### config.mk
export PLATFORM = sky130hd
export DESIGN_NAME = lpif_dstrm_quarter_unpack_flat
export DESIGN_NICKNAME = d
export VERILOG_FILES = /design/src/rtl/lpif_unpack_pkg.sv /design/src/rtl/lpif_dstrm_quarter_unpack_if.sv /design/src/rtl/lpif_unpack_fifo.sv /design/src/rtl/lpif_dstrm_quarter_unpack.sv /design/src/flat_wrapper.sv
export SDC_FILE = /design/constraint.sdc
export NUM_CORES = 2
export LEC_CHECK = 0
export CORE_ASPECT_RATIO = 1.1
export CORE_MARGIN = 2
export CORE_UTILIZATION = 40
export CTS_CLUSTER_SIZE = 25
export DETAILED_ROUTE_END_ITERATION = 12
export PLACE_DENSITY = 0.71
export SYNTH_ARGS = -nofsm -noshare
export SYNTH_HDL_FRONTEND = slang
export SYNTH_SLANG_ARGS = --single-unit
export TNS_END_PERCENT = 5
### constraint.sdc
create_clock -name clk_wr -period 28.9 [get_ports clk_wr]
set_clock_uncertainty 0.1 [all_clocks]
set_input_delay 5.78 -clock clk_wr [delete_from_list [all_inputs] [get_ports clk_wr]]
set_output_delay 5.78 -clock clk_wr [all_outputs]
set_load 0.02 [all_outputs]
### src/rtl/lpif_unpack_pkg.sv
// rtl/lpif_unpack_pkg.sv - shared lane/word types and lane-scan helpers for the LPIF downstream unpacker
//
// Purpose : LANES constant, per-lane record lane_t, four-lane word_t, and the
//           helpers that locate the next valid lane inside a stored word.
// Ports   : none (package).
// Config  : LPIF_UNPACK_CRC_EN adds crc/crc_valid to lane_t.
package lpif_unpack_pkg;

  localparam int LANES  = 4;
  localparam int LANE_W = 128;

  typedef struct packed {
    logic [LANE_W-1:0] data;
    logic [3:0]        state;
    logic [1:0]        protid;
    logic              dvalid;
    logic              valid;
`ifdef LPIF_UNPACK_CRC_EN
    logic [7:0]        crc;
    logic              crc_valid;
`endif
  } lane_t;

  typedef lane_t [LANES-1:0] word_t;

  typedef logic [1:0] lane_idx_t;

  // Lowest valid lane at or above 'from'. Callers only ask while such a lane
  // exists, so the zero fallback is never observed.
  function automatic lane_idx_t first_valid_lane(input logic [LANES-1:0] valid,
                                                 input lane_idx_t        from);
    lane_idx_t sel;
    sel = '0;
    for (int k = LANES - 1; k >= 0; k--) begin
      if (valid[k] && (k >= int'(from))) sel = lane_idx_t'(k);
    end
    return sel;
  endfunction

  // True when some valid lane sits strictly above 'lane'.
  function automatic logic more_lanes_after(input logic [LANES-1:0] valid,
                                            input lane_idx_t        lane);
    logic more;
    more = 1'b0;
    for (int k = 0; k < LANES; k++) begin
      if (valid[k] && (k > int'(lane))) more = 1'b1;
    end
    return more;
  endfunction

endpackage

### src/rtl/lpif_dstrm_quarter_unpack_if.sv
// rtl/lpif_dstrm_quarter_unpack_if.sv - LPIF downstream quarter-rate input and single-lane flit output bundle
//
// Purpose : groups the 4-lane LPIF downstream fields and the 1-lane flit stream.
// Signals : dstrm_state[15:0] dstrm_protid[7:0] dstrm_data[511:0] dstrm_dvalid[3:0]
//           dstrm_crc[31:0] dstrm_crc_valid[3:0] dstrm_valid[3:0]   (producer -> unpacker)
//           flit_data[127:0] flit_state[3:0] flit_protid[1:0] flit_dvalid
//           flit_crc[7:0] flit_crc_valid flit_valid                    (unpacker -> consumer)
//           flit_ready                                                 (consumer -> unpacker)
// Modports: master = environment side, slave = unpacker side.
interface lpif_dstrm_quarter_unpack_if;

  logic [15:0]  dstrm_state;
  logic [7:0]   dstrm_protid;
  logic [511:0] dstrm_data;
  logic [3:0]   dstrm_dvalid;
  logic [31:0]  dstrm_crc;
  logic [3:0]   dstrm_crc_valid;
  logic [3:0]   dstrm_valid;

  logic [127:0] flit_data;
  logic [3:0]   flit_state;
  logic [1:0]   flit_protid;
  logic         flit_dvalid;
  logic [7:0]   flit_crc;
  logic         flit_crc_valid;
  logic         flit_valid;
  logic         flit_ready;

  modport master (
    output dstrm_state, dstrm_protid, dstrm_data, dstrm_dvalid,
           dstrm_crc, dstrm_crc_valid, dstrm_valid, flit_ready,
    input  flit_data, flit_state, flit_protid, flit_dvalid,
           flit_crc, flit_crc_valid, flit_valid
  );

  modport slave (
    input  dstrm_state, dstrm_protid, dstrm_data, dstrm_dvalid,
           dstrm_crc, dstrm_crc_valid, dstrm_valid, flit_ready,
    output flit_data, flit_state, flit_protid, flit_dvalid,
           flit_crc, flit_crc_valid, flit_valid
  );

endinterface

### src/rtl/lpif_unpack_fifo.sv
// rtl/lpif_unpack_fifo.sv - word_t FIFO with flush, exact level and push-while-full-on-pop
//
// Purpose : buffers DEPTH four-lane words; the head word is read combinationally.
// Ports   : clk, rst_n (async, active-low), flush (sync empty),
//           push/push_data, pop, pop_data (head word), full, empty, level.
module lpif_unpack_fifo
  import lpif_unpack_pkg::*;
#(
  parameter  int DEPTH = 4,
  localparam int AW    = (DEPTH > 1) ? $clog2(DEPTH) : 1,
  localparam int LW    = $clog2(DEPTH + 1)
) (
  input  logic          clk,
  input  logic          rst_n,
  input  logic          flush,
  input  logic          push,
  input  word_t         push_data,
  input  logic          pop,
  output word_t         pop_data,
  output logic          full,
  output logic          empty,
  output logic [LW-1:0] level
);

  localparam logic [AW-1:0] PTR_ONE = AW'(1);
  localparam logic [LW-1:0] LVL_ONE = LW'(1);

  word_t         mem [DEPTH];
  logic [AW-1:0] wr_ptr;
  logic [AW-1:0] rd_ptr;
  logic          do_push;
  logic          do_pop;

  assign full     = (level == LW'(DEPTH));
  assign empty    = (level == '0);
  // When full, a same-cycle pop frees the head slot, which is exactly wr_ptr.
  assign do_push  = push && (!full || pop) && !flush;
  assign do_pop   = pop && !empty && !flush;
  assign pop_data = mem[rd_ptr];

  always_ff @(posedge clk) begin
    if (do_push) mem[wr_ptr] <= push_data;
  end

  always_ff @(posedge clk or negedge rst_n) begin
    if (!rst_n) begin
      wr_ptr <= '0;
      rd_ptr <= '0;
      level  <= '0;
    end else if (flush) begin
      wr_ptr <= '0;
      rd_ptr <= '0;
      level  <= '0;
    end else begin
      if (do_push) wr_ptr <= wr_ptr + PTR_ONE;
      if (do_pop)  rd_ptr <= rd_ptr + PTR_ONE;
      case ({do_push, do_pop})
        2'b10:   level <= level + LVL_ONE;
        2'b01:   level <= level - LVL_ONE;
        default: level <= level;
      endcase
    end
  end

endmodule

### src/rtl/lpif_dstrm_quarter_unpack.sv
// rtl/lpif_dstrm_quarter_unpack.sv - unpacks 4-lane LPIF downstream words into a 1-lane flit stream
//
// Purpose : buffers quarter-rate words and emits their valid lanes in
//           ascending order, one per flit_valid && flit_ready, skipping
//           invalid lanes without bubbles.
// Ports   : clk_wr, rst_wr_n (async, active-low), rx_online (low flushes),
//           clear_status (clears overflow), overflow (sticky drop flag),
//           fifo_level (words held), bus (slave side of the flit bundle).
// Config  : LPIF_UNPACK_CRC_EN stores and forwards per-lane CRC; otherwise
//           flit_crc/flit_crc_valid are tied to zero.
module lpif_dstrm_quarter_unpack
  import lpif_unpack_pkg::*;
#(
  parameter  int FIFO_DEPTH = 4,
  localparam int LVL_W      = $clog2(FIFO_DEPTH + 1)
) (
  input  logic                          clk_wr,
  input  logic                          rst_wr_n,
  input  logic                          rx_online,
  input  logic                          clear_status,
  output logic                          overflow,
  output logic [LVL_W-1:0]              fifo_level,
  lpif_dstrm_quarter_unpack_if.slave    bus
);

  word_t            in_word;
  word_t            head_word;
  lane_t            cur;
  logic [LANES-1:0] head_valid;
  lane_idx_t        lane_ptr;
  lane_idx_t        cur_lane;
  logic             fifo_full;
  logic             fifo_empty;
  logic             push_req;
  logic             accept;
  logic             last_lane;
  logic             pop;
  logic             drop;

  always_comb begin
    in_word = '0;
    for (int k = 0; k < LANES; k++) begin
      in_word[k].data      = bus.dstrm_data[LANE_W*k +: LANE_W];
      in_word[k].state     = bus.dstrm_state[4*k +: 4];
      in_word[k].protid    = bus.dstrm_protid[2*k +: 2];
      in_word[k].dvalid    = bus.dstrm_dvalid[k];
      in_word[k].valid     = bus.dstrm_valid[k];
`ifdef LPIF_UNPACK_CRC_EN
      in_word[k].crc       = bus.dstrm_crc[8*k +: 8];
      in_word[k].crc_valid = bus.dstrm_crc_valid[k];
`endif
    end
  end

`ifndef LPIF_UNPACK_CRC_EN
  logic unused_crc;
  assign unused_crc = ^{bus.dstrm_crc, bus.dstrm_crc_valid};
`endif

  always_comb begin
    head_valid = '0;
    for (int k = 0; k < LANES; k++) head_valid[k] = head_word[k].valid;
  end

  // lane_ptr only records where the scan resumes; the emitted lane is the
  // first valid one at or above it, so holes cost no cycles.
  assign cur_lane  = first_valid_lane(head_valid, lane_ptr);
  assign cur       = head_word[cur_lane];
  assign last_lane = !more_lanes_after(head_valid, cur_lane);
  assign accept    = !fifo_empty && bus.flit_ready;
  assign pop       = accept && last_lane && rx_online;
  assign push_req  = rx_online && (|bus.dstrm_valid);
  assign drop      = push_req && fifo_full && !pop;

  lpif_unpack_fifo #(
    .DEPTH (FIFO_DEPTH)
  ) u_fifo (
    .clk       (clk_wr),
    .rst_n     (rst_wr_n),
    .flush     (!rx_online),
    .push      (push_req),
    .push_data (in_word),
    .pop       (pop),
    .pop_data  (head_word),
    .full      (fifo_full),
    .empty     (fifo_empty),
    .level     (fifo_level)
  );

  // Stored words may hold stale or unknown data once popped, so every flit
  // field is forced to zero while nothing is buffered.
  always_comb begin
    bus.flit_valid     = !fifo_empty;
    bus.flit_data      = '0;
    bus.flit_state     = '0;
    bus.flit_protid    = '0;
    bus.flit_dvalid    = 1'b0;
    bus.flit_crc       = 8'h0;
    bus.flit_crc_valid = 1'b0;
    if (!fifo_empty) begin
      bus.flit_data      = cur.data;
      bus.flit_state     = cur.state;
      bus.flit_protid    = cur.protid;
      bus.flit_dvalid    = cur.dvalid;
`ifdef LPIF_UNPACK_CRC_EN
      bus.flit_crc       = cur.crc;
      bus.flit_crc_valid = cur.crc_valid;
`endif
    end
  end

  always_ff @(posedge clk_wr or negedge rst_wr_n) begin
    if (!rst_wr_n) begin
      lane_ptr <= '0;
    end else if (!rx_online) begin
      lane_ptr <= '0;
    end else if (accept) begin
      lane_ptr <= last_lane ? lane_idx_t'(0) : lane_idx_t'(cur_lane + 2'd1);
    end
  end

  // A drop in the same cycle as clear_status leaves overflow set.
  always_ff @(posedge clk_wr or negedge rst_wr_n) begin
    if (!rst_wr_n) begin
      overflow <= 1'b0;
    end else if (drop) begin
      overflow <= 1'b1;
    end else if (clear_status) begin
      overflow <= 1'b0;
    end
  end

endmodule

### src/flat_wrapper.sv
// flat-port wrapper written by rule: the top's interface ports become plain ports
module lpif_dstrm_quarter_unpack_flat import lpif_unpack_pkg::*;
#(
  parameter  int FIFO_DEPTH = 4,
  localparam int LVL_W      = $clog2(FIFO_DEPTH + 1)
)
  (clk_wr, rst_wr_n, rx_online, clear_status, overflow, fifo_level, bus_dstrm_state, bus_dstrm_protid, bus_dstrm_data, bus_dstrm_dvalid, bus_dstrm_crc, bus_dstrm_crc_valid, bus_dstrm_valid, bus_flit_ready, bus_flit_data, bus_flit_state, bus_flit_protid, bus_flit_dvalid, bus_flit_crc, bus_flit_crc_valid, bus_flit_valid);
  lpif_dstrm_quarter_unpack_if bus_i ();
  input  logic clk_wr;
  input  logic rst_wr_n;
  input  logic rx_online;
  input  logic clear_status;
  output logic overflow;
  output logic [LVL_W-1:0] fifo_level;
  input wire logic [$bits(bus_i.dstrm_state)-1:0] bus_dstrm_state;
  input wire logic [$bits(bus_i.dstrm_protid)-1:0] bus_dstrm_protid;
  input wire logic [$bits(bus_i.dstrm_data)-1:0] bus_dstrm_data;
  input wire logic [$bits(bus_i.dstrm_dvalid)-1:0] bus_dstrm_dvalid;
  input wire logic [$bits(bus_i.dstrm_crc)-1:0] bus_dstrm_crc;
  input wire logic [$bits(bus_i.dstrm_crc_valid)-1:0] bus_dstrm_crc_valid;
  input wire logic [$bits(bus_i.dstrm_valid)-1:0] bus_dstrm_valid;
  input wire logic [$bits(bus_i.flit_ready)-1:0] bus_flit_ready;
  output wire logic [$bits(bus_i.flit_data)-1:0] bus_flit_data;
  output wire logic [$bits(bus_i.flit_state)-1:0] bus_flit_state;
  output wire logic [$bits(bus_i.flit_protid)-1:0] bus_flit_protid;
  output wire logic [$bits(bus_i.flit_dvalid)-1:0] bus_flit_dvalid;
  output wire logic [$bits(bus_i.flit_crc)-1:0] bus_flit_crc;
  output wire logic [$bits(bus_i.flit_crc_valid)-1:0] bus_flit_crc_valid;
  output wire logic [$bits(bus_i.flit_valid)-1:0] bus_flit_valid;
  assign bus_i.dstrm_state = bus_dstrm_state;
  assign bus_i.dstrm_protid = bus_dstrm_protid;
  assign bus_i.dstrm_data = bus_dstrm_data;
  assign bus_i.dstrm_dvalid = bus_dstrm_dvalid;
  assign bus_i.dstrm_crc = bus_dstrm_crc;
  assign bus_i.dstrm_crc_valid = bus_dstrm_crc_valid;
  assign bus_i.dstrm_valid = bus_dstrm_valid;
  assign bus_i.flit_ready = bus_flit_ready;
  assign bus_flit_data = bus_i.flit_data;
  assign bus_flit_state = bus_i.flit_state;
  assign bus_flit_protid = bus_i.flit_protid;
  assign bus_flit_dvalid = bus_i.flit_dvalid;
  assign bus_flit_crc = bus_i.flit_crc;
  assign bus_flit_crc_valid = bus_i.flit_crc_valid;
  assign bus_flit_valid = bus_i.flit_valid;
  lpif_dstrm_quarter_unpack #(.FIFO_DEPTH(FIFO_DEPTH)) u_core (.clk_wr(clk_wr), .rst_wr_n(rst_wr_n), .rx_online(rx_online), .clear_status(clear_status), .overflow(overflow), .fifo_level(fifo_level), .bus(bus_i));
endmodule
==> metrics.yaml <==
die_y_um: 483
cts-htree-levels: 4
drtIter0Drc: 3574
die_x_um: 440
core_area_mm2: 0.207
setup_ws_ns: 14.37
layout-drive-gt1-share_pct: 12.2
ys_seq_area_share_pct: 78.5
crit_required_ns: 23.02
report.final.slew_viol_count: 0
grtUsageTotal_pct: 19.5
globalRoute.busiestLayer: "met2"
antenna_found_initial: 87
final_nets: 5939
routedWlPerCell_um: 25.4
fin_util_pct: 48.4
cp-end-kind: "output pin"
via_count: 45000
crit_type: "reg -> out"
syn_avg_cell_area_um2: 18.0
crit_arrival_ns: 8.65
met3_usage_pct: 6.26
pwr-share-comb_pct: 24.2
grt_max_degree: 157
p_clk_share_pct: 30.3
dp_hpwl_um: 129000
seqPwrFrac_pct: 45.5
ctsHoldBuffers: 0
cp_max_fo: 156
clockBufferDepth: 3
clk_pin_slew_ns: 0.06
outcome: "finished, final reports clean"
synth_top_area_share_pct: 78.2
met1_usage_pct: 23.8
grt_pass1_wl_um: 306000
p_per_area_mw_per_mm2: 87.6
dr.pass1.iters: 7
place_inst: 7877
power_switching_mw: 2.62
io_pins: 734
synth.distinct_cells: 52
cts_tree: "yes"
nFillCells: 17000
portBuffers: 688
clock-sinks: 2186
grt_pass1_vias: 45900
setup.worst_path.start_class: "flop"
post-route-period-util_pct: 50.3
routed_wl_um: 211000
drcViolationCount: 0
design_area_mm2: 0.100
overflow: 0
intPower_mw: 6.16
cts_buffers: 210
areaGrowthSynthToFinish_pct: 19.9
ant_nets: 0
cts_resized: 0
avgViaCountPerCell: 5.42
rsz0062_at_grt: "no"
synthTopCellsByArea: "edfxtp_1, mux4_2, nand2_1"
place_area_mm2: 0.0934
async_reset_ff_share_pct: 0.457
p_leak_nw: 32.7
setup_viol: 0
synth_top_area_cell: "edfxtp_1"
p_total_mw: 8.77
hp-class: "reg -> reg"
fmax_mhz: 68.8
finalCriticalPeriod_ns: 14.53
synth_seq_cells: 2186
die_area_mm2: 0.213
finalSetupTns_ns: 0
final_cell_mix: "edfxtp_1, nand2_1, clkdlybuf4s50_1"
ir_drop_mv: 0.106
sw_frac_of_total_pct: 29.8
clockRootBuffer: "clkbuf_16"
synth_ff_type: "edfxtp_1"
final_common_cell: "edfxtp_1"
initial_core_util_pct: 40.3
syn_inst: 4642
instances_no_fill: 8301
drv_cap: 0
whs_ns: 0.439
gp_congestion: 0.802
met2_usage_pct: 32.3
ys_warn_count: 0
syn_area_mm2: 0.0836
hold_viol: 0
dp_slack_ns: 15.21
synth_edf_count: 2176
slew_headroom_pct: 22.4
postCtsSetupRepairBufs: 0
tightest_slew_ns: 1.16
rows: 175
clkLatencyLatePin_ns: 0.85
[power groups by stage]
stage	combinational (mW)	sequential (mW)	clock (mW)
floorplan	1.25	4.27	0
global placement	2.12	4.04	0
detailed placement	2.15	4.06	0
CTS	2.16	3.99	2.72
global route	2.28	4.01	2.84
finish	2.12	3.99	2.66
[cell usage after synthesis (3+ instances only)]
master	instances
edfxtp_1	2176
nand2_1	822
a21oi_1	410
mux4_2	274
mux2i_1	253
clkbuf_1	182
or4_1	137
o22ai_1	115
buf_2	50
nor3_1	49
o21a_1	23
a211oi_1	22
buf_1	19
buf_4	13
buf_6	12
dfrtp_1	10
nor2_1	8
ha_1	7
inv_1	7
and2_1	5
nand3_1	4
o21ai_0	4
mux2_2	3
nand2b_1	3
[state kept, by name, indices dropped and copies added, names as in the netlist]
name / cells
u_core.lane_ptr: 2
u_core.overflow: 1
u_core.u_fifo.level: 3
u_core.u_fifo.mem: 2176
u_core.u_fifo.rd_ptr: 2
u_core.u_fifo.wr_ptr: 2
[cell families (layout without fill, tap and decap cells)]
logic type,Yosys count,in the layout,share of synthesized area (%)
xor+xnor,2,2,0.0210
fa+ha+maj,8,8,0.129
compound gates,590,590,3.93
simple gates,1039,1039,5.43
buf+inv,286,1159,1.53
other cells,1,44,0.00449
flops,2186,2186,78.5
mux,530,530,10.5
[critical path: stages, from the launching register on]
cell	delay [ns]
dfrtp_4	1.01
buf_4	0.71
mux4_2	0.48
o221a_2	0.24
o21a_4	0.70
buf_4	0.68
buf_4	0.70
buf_12	0.56
buf_4	0.65
mux2i_1	0.25
o22ai_1	0.10
or4_1	0.58
clkdlybuf4s50_1	0.56
[cell type report]
type                            count  area [µm²]  share of cell area, %
Antenna cell                       35        87.6                 0.0874
Inverter                            9        41.3                 0.0412
Clock buffer                      254        5460                   5.45
Tap cell                         2743        3430                   3.43
Sequential cell                  2186       65600                   65.5
Timing Repair Buffer              761        7520                   7.51
Multi-Input combinational cell   2178       16800                   16.8
Clock inverter                    135        1240                   1.23
[metal layers]
layer	share of wire, %	wire length (µm)
met5	0.30	626
met4	2.7	5610
met3	8.9	18900
met2	50	106000
met1	38	80400
[worst paths after layout]
| kind | start | to | slack [ns] | cells past startpoint |
|---|---|---|---|---|
| min in group asynchronous | rst_wr_n | u_core.overflow$_DFFE_PN0P_ | 5.19 | 1 |
| max | u_core.u_fifo.rd_ptr[0]$_DFFE_PN0P_ | bus_flit_data[44] | 14.37 | 12 |
| min reg2reg | u_core.overflow$_DFFE_PN0P_ | u_core.overflow$_DFFE_PN0P_ | 0.44 | 2 |
| max in group asynchronous | rst_wr_n | u_core.u_fifo.rd_ptr[1]$_DFFE_PN0P_ | 23.09 | 1 |
| min | u_core.overflow$_DFFE_PN0P_ | u_core.overflow$_DFFE_PN0P_ | 0.44 | 2 |
| max reg2reg | u_core.u_fifo.rd_ptr[0]$_DFFE_PN0P_ | u_core.u_fifo.mem[3][60]$_DFFE_PP_ | 18.92 | 15 |
No activity file was read; power rests on OpenSTA's default activity.
